**src/rtl/d_mem_arbiter.sv**
```systemverilog
// Two-master round-robin arbiter for the single data-memory port.
// Each grant latches the winner's access, runs exactly one memory transaction,
// routes the acknowledge back to the winner, then forces one req-low cycle
// (RELEASE) so the memory's registered ready flag can clear.

module d_mem_arbiter #(
    parameter int unsigned d_addr_width = 8
) (
    input  logic                    clk,
    input  logic                    rst,

    input  logic                    m0_req,
    input  logic                    m0_dir,
    input  logic [d_addr_width-1:0] m0_addr,
    input  logic [7:0]              m0_wdata,
    output logic                    m0_ack,
    output logic [7:0]              m0_rdata,

    input  logic                    m1_req,
    input  logic                    m1_dir,
    input  logic [d_addr_width-1:0] m1_addr,
    input  logic [7:0]              m1_wdata,
    output logic                    m1_ack,
    output logic [7:0]              m1_rdata,

    output logic                    d_req,
    output logic                    d_dir,
    output logic [d_addr_width-1:0] d_addr,
    output logic [7:0]              d_wdata,
    input  logic                    d_ack,
    input  logic [7:0]              d_rdata
);

    typedef enum logic [1:0] {
        StIdle    = 2'd0,
        StBusy    = 2'd1,
        StRelease = 2'd2
    } state_e;

    state_e                  state_q, state_d;
    logic                    grant_q, grant_d;
    logic                    last_grant_q, last_grant_d;
    logic                    dir_q, dir_d;
    logic [d_addr_width-1:0] addr_q, addr_d;
    logic [7:0]              wdata_q, wdata_d;

    logic                    win_valid;
    logic                    win_sel;

    // Round-robin pick: a lone requester wins; on a tie the master not served last wins.
    always_comb begin
        win_valid = m0_req | m1_req;
        if (m0_req && m1_req) begin
            win_sel = ~last_grant_q;
        end else begin
            win_sel = m1_req;
        end
    end

    // Next-state logic; the access is latched only at the moment of a win.
    always_comb begin
        state_d      = state_q;
        grant_d      = grant_q;
        last_grant_d = last_grant_q;
        dir_d        = dir_q;
        addr_d       = addr_q;
        wdata_d      = wdata_q;
        unique case (state_q)
            StIdle, StRelease: begin
                if (win_valid) begin
                    state_d      = StBusy;
                    grant_d      = win_sel;
                    last_grant_d = win_sel;
                    dir_d        = win_sel ? m1_dir   : m0_dir;
                    addr_d       = win_sel ? m1_addr  : m0_addr;
                    wdata_d      = win_sel ? m1_wdata : m0_wdata;
                end else begin
                    state_d = StIdle;
                end
            end
            StBusy: begin
                if (d_ack) begin
                    state_d = StRelease;
                end
            end
            default: begin
                state_d = StIdle;
            end
        endcase
    end

    // State and latched-access registers, synchronous reset.
    always_ff @(posedge clk) begin
        if (rst) begin
            state_q      <= StIdle;
            grant_q      <= 1'b0;
            last_grant_q <= 1'b1;
            dir_q        <= 1'b0;
            addr_q       <= '0;
            wdata_q      <= '0;
        end else begin
            state_q      <= state_d;
            grant_q      <= grant_d;
            last_grant_q <= last_grant_d;
            dir_q        <= dir_d;
            addr_q       <= addr_d;
            wdata_q      <= wdata_d;
        end
    end

    // Memory port drives latched values; ack is steered combinationally to the winner.
    always_comb begin
        d_req    = (state_q == StBusy);
        d_dir    = dir_q;
        d_addr   = addr_q;
        d_wdata  = wdata_q;
        m0_ack   = d_req & ~grant_q & d_ack;
        m1_ack   = d_req &  grant_q & d_ack;
        m0_rdata = d_rdata;
        m1_rdata = d_rdata;
    end

endmodule

```
**config.mk**
```make
export PLATFORM = sky130hd
export DESIGN_NAME = d_mem_arbiter
export DESIGN_NICKNAME = d
export VERILOG_FILES = /design/src/rtl/d_mem_arbiter.sv
export SDC_FILE = /design/constraint.sdc
export NUM_CORES = 1
export LEC_CHECK = 0
export ABC_AREA = 1
export BUFFER_PORTS_ARGS = -buffer_cell sky130_fd_sc_hd__buf_2
export CORE_UTILIZATION = 44
export DETAILED_ROUTE_END_ITERATION = 16
export PLACE_DENSITY = 0.85
export SLEW_MARGIN = 20
export SYNTH_ARGS = -nofsm -noshare
export SYNTH_HDL_FRONTEND = slang
export SYNTH_SLANG_ARGS = --single-unit
export TNS_END_PERCENT = 1
```
**constraint.sdc**
```tcl
create_clock -name clk -period 2 [get_ports clk]
set_clock_uncertainty 0.15 [all_clocks]
set_input_delay 0.2 -clock clk [delete_from_list [all_inputs] [get_ports clk]]
set_output_delay 0.2 -clock clk [all_outputs]
set_load 0.005 [all_outputs]
```
==> impl_metrics.json, run 1 <==
{
  "crit_slowest_cell": "dfxtp_1",
  "die-area_um2": 2890,
  "vias": 1124,
  "cpPeakStageDelay_ps": 390,
  "grt_pass1_wl_um": 3550,
  "cts_setup_buffers": 0,
  "fmax_mhz": 638,
  "fill_cells": 282,
  "syn_area_per_cell_um2": 6.41,
  "globalRouteTotalUtil_pct": 16.9,
  "cts_max_level": 1,
  "seqCellArea_um2": 420,
  "grt_pass1_vias": 897,
  "synth_area_um2": 1180,
  "yosysTopAreaCellShare_pct": 35.7,
  "crit_top_cell": "nor2_1",
  "slew_headroom_pct": 64.6,
  "start_util_pct": 47.1,
  "max_cap_violations": 0,
  "cts_buffers": 3,
  "synth_largest_area_cell": "dfxtp_1",
  "path_clk_slew_ps": 120,
  "synth-main-ff-cell": "dfxtp_1",
  "maxSlewViolCount": 0,
  "via_per_inst": 4.41,
  "route.top_layer_used": "met4",
  "ys_ff_latch": 21,
  "crit_path_start_kind": "register",
  "routed_wl_um": 2130,
  "yosys_warnings": 0,
  "synth_nets": 231,
  "clk_latency_ps": 300,
  "wl_met2_um": 981,
  "coreArea_um2": 2500,
  "cp-end-kind": "primary output",
  "critPathKind": "register to primary output",
  "drc_errors": 0,
  "die_x_um": 53.8,
  "cts.path.max_buffers": 2,
  "port_buffers": 58,
  "grt_max_degree": 35,
  "rsz0062_at_grt": "false",
  "cts-root-buf": "clkbuf_4",
  "synth_edf_count": 0,
  "p_per_area_nw_per_um2": 670,
  "die_h_um": 53.8,
  "row_count": 18,
  "period_minus_slack_ps": 1570,
  "worst-path-buf-inv": 2,
  "worstMarginPinSlew_ps": 530,
  "leakagePower_nw": 0.815,
  "ys_seq_area_share_pct": 35.7,
  "met1_length_um": 985,
  "utilization_pct": 54.6,
  "ir_worst_vdd_v": 0.000394,
  "syn_inst": 184,
  "holdCritPathClass": "input pin to register",
  "wl_per_cell_um": 8.35,
  "antenna_cells": 0,
  "setup_viol": 0,
  "drive_above_1_share_pct": 29.8,
  "post-route-period-util_pct": 78.4,
  "syn2layout_area_growth_pct": 15.8,
  "nNetsFinal": 273,
  "synthTopCellsByArea": "dfxtp_1 (36%), nor2_1 (18%), nand2_1 (12%)",
  "ioPinCount": 83,
  "async_flop_share_pct": 0,
  "final-hold-violation-count": 0,
  "first_iter_violations": 16,
  "cts_sinks": 21,
  "ant_nets": 0,
  "synthTopCellsByCount": "nor2_1 (55), nand2_1 (39), dfxtp_1 (21), inv_1 (21)",
  "synth_most_common_cell": "nor2_1",
  "antenna_found_initial": 0,
  "firstDrtPassIters": 4,
  "path_delay_family": "flip-flops",
  "wl_met3_um": 133,
  "finalPower_uw": 915,
  "multi_input_area_um2": 490,
  "grt-ovfl-total": 0,
  "dp_hpwl_um": 1640,
  "status": "finished, final reports clean",
  "synth_cell_type_count": 16,
  "cp_cell_sequence": "inv_1 > nor2_1 > nand2_1 > nor2_1 > buf_2",
  "cp_max_fo": 3,
  "fin_tns_setup_ps": 0,
  "gp_congestion": 0.770,
  "worst_ep_arrival_time_ps": 1220,
  "cp_data_required_time_ps": 1650,
  "cts_tree": "done"
}
## stage by stage
stage	hold slack (ps)	instance area (µm²)	setup WS [ps]	instances
final	13.1	1370	431	255
after global routing	32.7	1370	283	255
after CTS	0.424	1370	402	255
after detailed placement	250	1330	553	250
after global placement	250	1330	566	250
after floorplan	119	1180	844	184
## power breakdown
| part | total, mW | switching (mW) | internal (mW) |
|---|---|---|---|
| logic | 0.227 | 0.122 | 0.105 |
| clock network | 0.204 | 0.128 | 0.0760 |
| registers | 0.483 | 0.0225 | 0.461 |
| total | 0.915 | 0.273 | 0.642 |
## worst reg2reg max path: stages, from the launching register on
cell and delay [ps]:
dfxtp_1 350, nor2_4 300, buf_4 300, nand2_1 80
nor2_1 90, nor2_1 40
## what timing repair did
action                    4_1_cts  5_1_grt
gates resized for setup         0        0
hold endpoints to repair        3        0
hold buffers                    1        0
## placed cells by master, fill, tap and decap left out
master	n
a21oi_1	2
buf_2	58
buf_4	1
clkbuf_4	3
clkinvlp_4	1
dfxtp_1	21
dlygate4sd3_1	1
inv_1	21
nand2_1	39
nand2_2	1
nand3_1	2
nor2_1	55
nor2_2	1
nor2_4	1
o21ai_0	1
o21ai_1	16
o21ai_2	1
## path summary, 6_finish.rpt
check	to	slack, ps	cells past startpoint	startpoint
max	m0_ack	430	5	state_q[0]
max reg2reg	d_addr[0]	580	5	state_q[0]
min	state_q[0]	10	4	d_ack
min reg2reg	last_grant_q	330	2	last_grant_q
## flip-flops by register name (all words and copies together) (netlist names)
signal	count
d_addr	8
d_wdata	8
state_q	2
d_dir	1
grant_q	1
last_grant_q	1
## cells by family after synthesis
logic type             count (synthesis)  synth area share, %
and+or+nand+nor                       99                 32.8
buffers and inverters                 44                 22.7
DFF                                   21                 35.7
AOI/OAI and AO/OA                     20                 8.81
## cell type report
cell class | count | area share (%)
Clock inverter | 1 | 0.550
Sequential cell | 21 | 30.8
Tap cell | 30 | 2.75
Clock buffer | 3 | 1.65
Inverter | 21 | 5.77
Multi-Input combinational cell | 119 | 35.9
Timing Repair Buffer | 60 | 22.5
## layer usage
layer  GRT usage [%]  vias up
li1                -      614
met1            19.1      470
met2            28.8       38
met3            4.52        2
met4            8.77        0
met5               0        -
Note: power is estimated with default switching activity, not from simulation.
==> run 2: changes to the inputs <==
--- a/config.mk
+++ b/config.mk
@@ -7,9 +7,9 @@
 export LEC_CHECK = 0
 export ABC_AREA = 1
 export BUFFER_PORTS_ARGS = -buffer_cell sky130_fd_sc_hd__buf_2
-export CORE_UTILIZATION = 44
+export CORE_UTILIZATION = 40
 export DETAILED_ROUTE_END_ITERATION = 16
-export PLACE_DENSITY = 0.85
+export PLACE_DENSITY = 0.78
 export SLEW_MARGIN = 20
 export SYNTH_ARGS = -nofsm -noshare
 export SYNTH_HDL_FRONTEND = slang
==> constraint.sdc (replaced) <==
create_clock -name clk -period 1.6 [get_ports clk]
set_clock_uncertainty 0.15 [all_clocks]
set_input_delay 0.16 -clock clk [delete_from_list [all_inputs] [get_ports clk]]
set_output_delay 0.16 -clock clk [all_outputs]
set_load 0.005 [all_outputs]
==> run 2 against run 1 <==
Effect of this change: sequential power grew 25%; largest power group unchanged; global-route usage grew 0.28 points; design area grew 8.0%; register-to-register slack lost 280 ps; critical path depth is the same; combinational power grew 40%; largest cell class unchanged; highest routed layer unchanged; critical path type unchanged.
==> impl_metrics.json, run 2 (synthesized netlist as in run 1, its figures left out) <==
{
  "final_common_cell": "buf_2",
  "drc_errors": 0,
  "layout.cells.non_filler": 266,
  "path_clk_slew_ps": 110,
  "crit_slowest_cell": "dfxtp_2",
  "wl_per_cell_um": 9.41,
  "maxSlewViolCount": 0,
  "cts_sinks": 21,
  "cpPeakStageDelay_ps": 370,
  "post-route-period-util_pct": 90.5,
  "fmax_mhz": 691,
  "worst_ep_arrival_time_ps": 1140,
  "setup_viol": 0,
  "cp_cell_sequence": "inv_1 > nor2_2 > nand2_1 > nor2_1 > buf_2",
  "cts_setup_buffers": 0,
  "mostFrequentLayoutCells": "buf_2 (58), nor2_1 (54), nand2_1 (39)",
  "globalRouteTotalUtil_pct": 17.2,
  "p_per_area_nw_per_um2": 795,
  "max_cap_violations": 0,
  "utilization_pct": 53.0,
  "cp_max_fo": 3,
  "worst_slack_ps": 153,
  "fill_cells": 297,
  "routed_wl_um": 2500,
  "cts.path.max_buffers": 2,
  "grt_max_degree": 23,
  "rsz0062_at_grt": "false",
  "die_x_um": 56.3,
  "dp_hpwl_um": 1740,
  "ir_worst_vdd_v": 0.000471,
  "start_util_pct": 42.4,
  "period_minus_slack_ps": 1450,
  "clk_latency_ps": 290,
  "fin_tns_setup_ps": 0,
  "nNetsFinal": 283,
  "cts_tree": "done",
  "vias": 1151,
  "via_per_inst": 4.33,
  "final-hold-violation-count": 0,
  "grt-ovfl-total": 0,
  "syn2layout_area_growth_pct": 25.1,
  "row_count": 19,
  "path_delay_family": "flip-flops",
  "gp_congestion": 0.725,
  "cp_data_required_time_ps": 1290,
  "multi_input_area_um2": 493,
  "cts_max_level": 1,
  "pre_cts_slack_ps": 321,
  "cts_buffers": 3,
  "port_buffers": 58,
  "status": "finished, final reports clean",
  "grt_pass1_vias": 1054,
  "seqCellArea_um2": 422,
  "cp-end-kind": "primary output",
  "die_h_um": 56.3,
  "ioPinCount": 83,
  "slew_headroom_pct": 64.9,
  "drive_above_1_share_pct": 29.8,
  "die-area_um2": 3170,
  "first_iter_violations": 23,
  "critPathKind": "register to primary output",
  "ant_nets": 0,
  "leakagePower_nw": 0.864,
  "grt_pass1_wl_um": 4370,
  "holdCritPathClass": "input pin to register",
  "worst-path-buf-inv": 2,
  "crit_path_start_kind": "register",
  "placed_cells_incl_taps": 253,
  "antenna_cells": 0,
  "antenna_found_initial": 0,
  "cts-root-buf": "clkbuf_4",
  "coreArea_um2": 2780,
  "worstMarginPinSlew_ps": 525,
  "firstDrtPassIters": 2,
  "finalPower_mw": 1.17
}
run 2: routing by layer:
metal / vias to the layer above / global-route usage (%) / routed length (µm)
li1: 633 / - / -
met2: 29 / 30.1 / 1270
met4: 0 / 6.27 / 23
met3: 2 / 2.76 / 87
met1: 487 / 21.2 / 1130
met5: - / 0 / 0
run 2: path summary, 6_finish.rpt:
kind                     start    endpoint  slack [ps]  depth (start not counted)
setup / recovery    state_q[0]      m0_ack         150                          5
hold reg to reg        grant_q     grant_q         340                          2
setup reg to reg  last_grant_q       d_dir         300                          7
hold / removal     m0_wdata[7]  d_wdata[7]          10                          5
run 2: repair_timing:
item / 4_1_cts / 5_1_grt
endpoints found under the hold margin: 10 / 0
hold buffers: 9 / 0
resized for setup: 0 / 2
setup endpoints to repair: 0 / 2
run 2: cell type report:
cell class                      count  share of cell area (%)
Multi-Input combinational cell    119                    33.4
Sequential cell                    21                    28.6
Timing Repair Buffer               70                    28.2
Inverter                           21                    5.35
Tap cell                           31                    2.63
Clock buffer                        4                    1.78
run 2: where the power goes:
part	leakage [nW]	total, mW	internal, mW	switching, mW
registers	0.175	0.605	0.577	0.0283
clock network	0.0150	0.248	0.0969	0.152
logic	0.675	0.318	0.155	0.163
total	0.864	1.17	0.829	0.343
run 2: worst reg2reg max path: cells and delay by family (launching register included):
family	cells	cell delay [ps]
DFF	1	360
buffers and inverters	1	190
and+or+nand+nor	6	540
run 2: through the flow:
step / cell area, µm² / hold WS [ps]
2_1_floorplan: 1180 / 79.1
3_3_place_gp: 1350 / 170
3_5_place_dp: 1350 / 170
4_1_cts: 1470 / 1.43
5_1_grt: 1470 / 15.4
6_report: 1470 / 9.93
==> run 3: changes to the inputs <==
--- a/config.mk
+++ b/config.mk
@@ -7,9 +7,11 @@
 export LEC_CHECK = 0
 export ABC_AREA = 1
 export BUFFER_PORTS_ARGS = -buffer_cell sky130_fd_sc_hd__buf_2
-export CORE_UTILIZATION = 40
+export CORE_UTILIZATION = 42
+export CTS_BUF_LIST = sky130_fd_sc_hd__clkbuf_2
 export DETAILED_ROUTE_END_ITERATION = 16
-export PLACE_DENSITY = 0.78
+export GPL_ROUTABILITY_DRIVEN = 0
+export PLACE_DENSITY = 0.82
 export SLEW_MARGIN = 20
 export SYNTH_ARGS = -nofsm -noshare
 export SYNTH_HDL_FRONTEND = slang
==> run 3 against run 2 <==
Effect of this change: via count is 7.2% higher; sequential share of layout area is 3.3 points lower; utilization is 12 points higher; register-to-register slack worse by 200 ps; routed wire length is 14% higher; non-clock buffer count is 20 higher; critical endpoint is now state_q[0].
==> impl_metrics.json, run 3 (synthesized netlist as in run 1, its figures left out) <==
{
  "maxSlewViolCount": 0,
  "ir_worst_vdd_v": 0.000514,
  "p_per_area_nw_per_um2": 714,
  "path_clk_slew_ps": 190,
  "fin_tns_setup_ps": 0,
  "finalPower_mw": 1.19,
  "stdcell_area_um2": 1660,
  "max_cap_violations": 0,
  "grt_max_degree": 35,
  "r2r_slack_ps": 100,
  "fmax_mhz": 665,
  "via_per_inst": 4.33,
  "cp-end-kind": "register",
  "globalRouteTotalUtil_pct": 20.1,
  "mostFrequentLayoutCells": "buf_2 (58), nor2_1 (54), nand2_1 (38)",
  "syn2layout_area_growth_pct": 41.2,
  "critPathKind": "register to register",
  "start_util_pct": 45.9,
  "setup_viol": 0,
  "hold_ws_ps": 12.3,
  "grt-ovfl-total": 0,
  "ioPinCount": 83,
  "cts_buffers": 3,
  "cts.path.max_buffers": 2,
  "worstMarginPinSlew_ps": 560,
  "drive_above_1_share_pct": 27.8,
  "row_count": 18,
  "slew_headroom_pct": 62.5,
  "die_x_um": 55.0,
  "routed_wl_um": 2860,
  "grt_pass1_vias": 1079,
  "fill_cells": 232,
  "first_iter_violations": 17,
  "final-hold-violation-count": 0,
  "drc_errors": 0,
  "cts-root-buf": "clkbuf_2",
  "cts_tree": "done",
  "pre_cts_slack_ps": 230,
  "post-route-period-util_pct": 94.0,
  "wl_per_cell_um": 10.0,
  "holdCritPathClass": "input pin to register",
  "nNetsFinal": 303,
  "clk_latency_ps": 310,
  "worst_slack_ps": 95.3,
  "grt_pass1_wl_um": 4380,
  "ant_nets": 0,
  "worst_ep_arrival_time_ps": 1630,
  "vias": 1234,
  "leakagePower_nw": 0.946,
  "coreArea_um2": 2570,
  "die_h_um": 55.0,
  "status": "finished, final reports clean",
  "cts_sinks": 21,
  "dpl_cell_area_um2": 1330,
  "cp_max_fo": 3,
  "port_buffers": 58,
  "cts_max_level": 1,
  "rsz0062_at_grt": "false",
  "die-area_um2": 3020,
  "dp_hpwl_um": 1700,
  "antenna_cells": 0,
  "antenna_found_initial": 0,
  "crit_path_start_kind": "register",
  "firstDrtPassIters": 4,
  "final_common_cell": "buf_2",
  "period_minus_slack_ps": 1500,
  "cts_setup_buffers": 0,
  "cp_data_required_time_ps": 1720
}
## run 3: changes by cell type in the layout (fill, tap and decap cells not counted), sizes merged
cell         previous run  this run
dlygate4sd3             9        30
buf                    61        60
## run 3: timing repair
item / 4_1_cts / 5_1_grt
pin swaps: 0 / 0
hold endpoints to repair: 20 / 4
hold buffers: 26 / 4
endpoints found under the setup margin: 2 / 3
resized for setup: 1 / 4
## run 3: final cells by class
type,instances,area [µm²],area share [%]
timing repair buffer,90,606,36.4
inverter,21,78.8,4.74
sequential,21,422,25.3
multi-input combinational,119,500,30.1
tap,30,37.5,2.26
clock buffer,4,20.0,1.20
## run 3: path summary, 6_finish.rpt
| kind | startpoint | to | cells past startpoint |
|---|---|---|---|
| setup reg to reg | state_q[0] | state_q[0] | 5 |
| setup / recovery | state_q[0] | state_q[0] | 5 |
| hold / removal | m1_addr[2] | d_addr[2] | 5 |
| hold reg to reg | last_grant_q | last_grant_q | 2 |
## run 3: power by group
part | switching [mW] | internal (mW)
combinational | 0.173 | 0.184
clock | 0.159 | 0.0662
sequential | 0.0284 | 0.577
total | 0.360 | 0.828
## run 3: critical path, stage by stage, from the launching register on
cell and delay [ps]:
dfxtp_2 400, inv_1 90, nor2_4 120, nand2_1 60
a21oi_1 110, dlygate4sd3_1 550
## run 3: layer usage
metal  vias to the layer above  global-route usage [%]  wire (µm)
met5                         -                       0          0
met4                         0                    2.50         31
met3                         4                    6.01        162
met2                        38                    38.0       1530
met1                       519                    22.4       1140
li1                        673                       -          -
## run 3: through the flow
step | cells | utilization [%]
final | 285 | 64.8
after global routing | 285 | 64.8
after CTS | 281 | 62.9
after detailed placement | 251 | 51.9
after global placement | 251 | 51.9
after floorplan | 184 | -
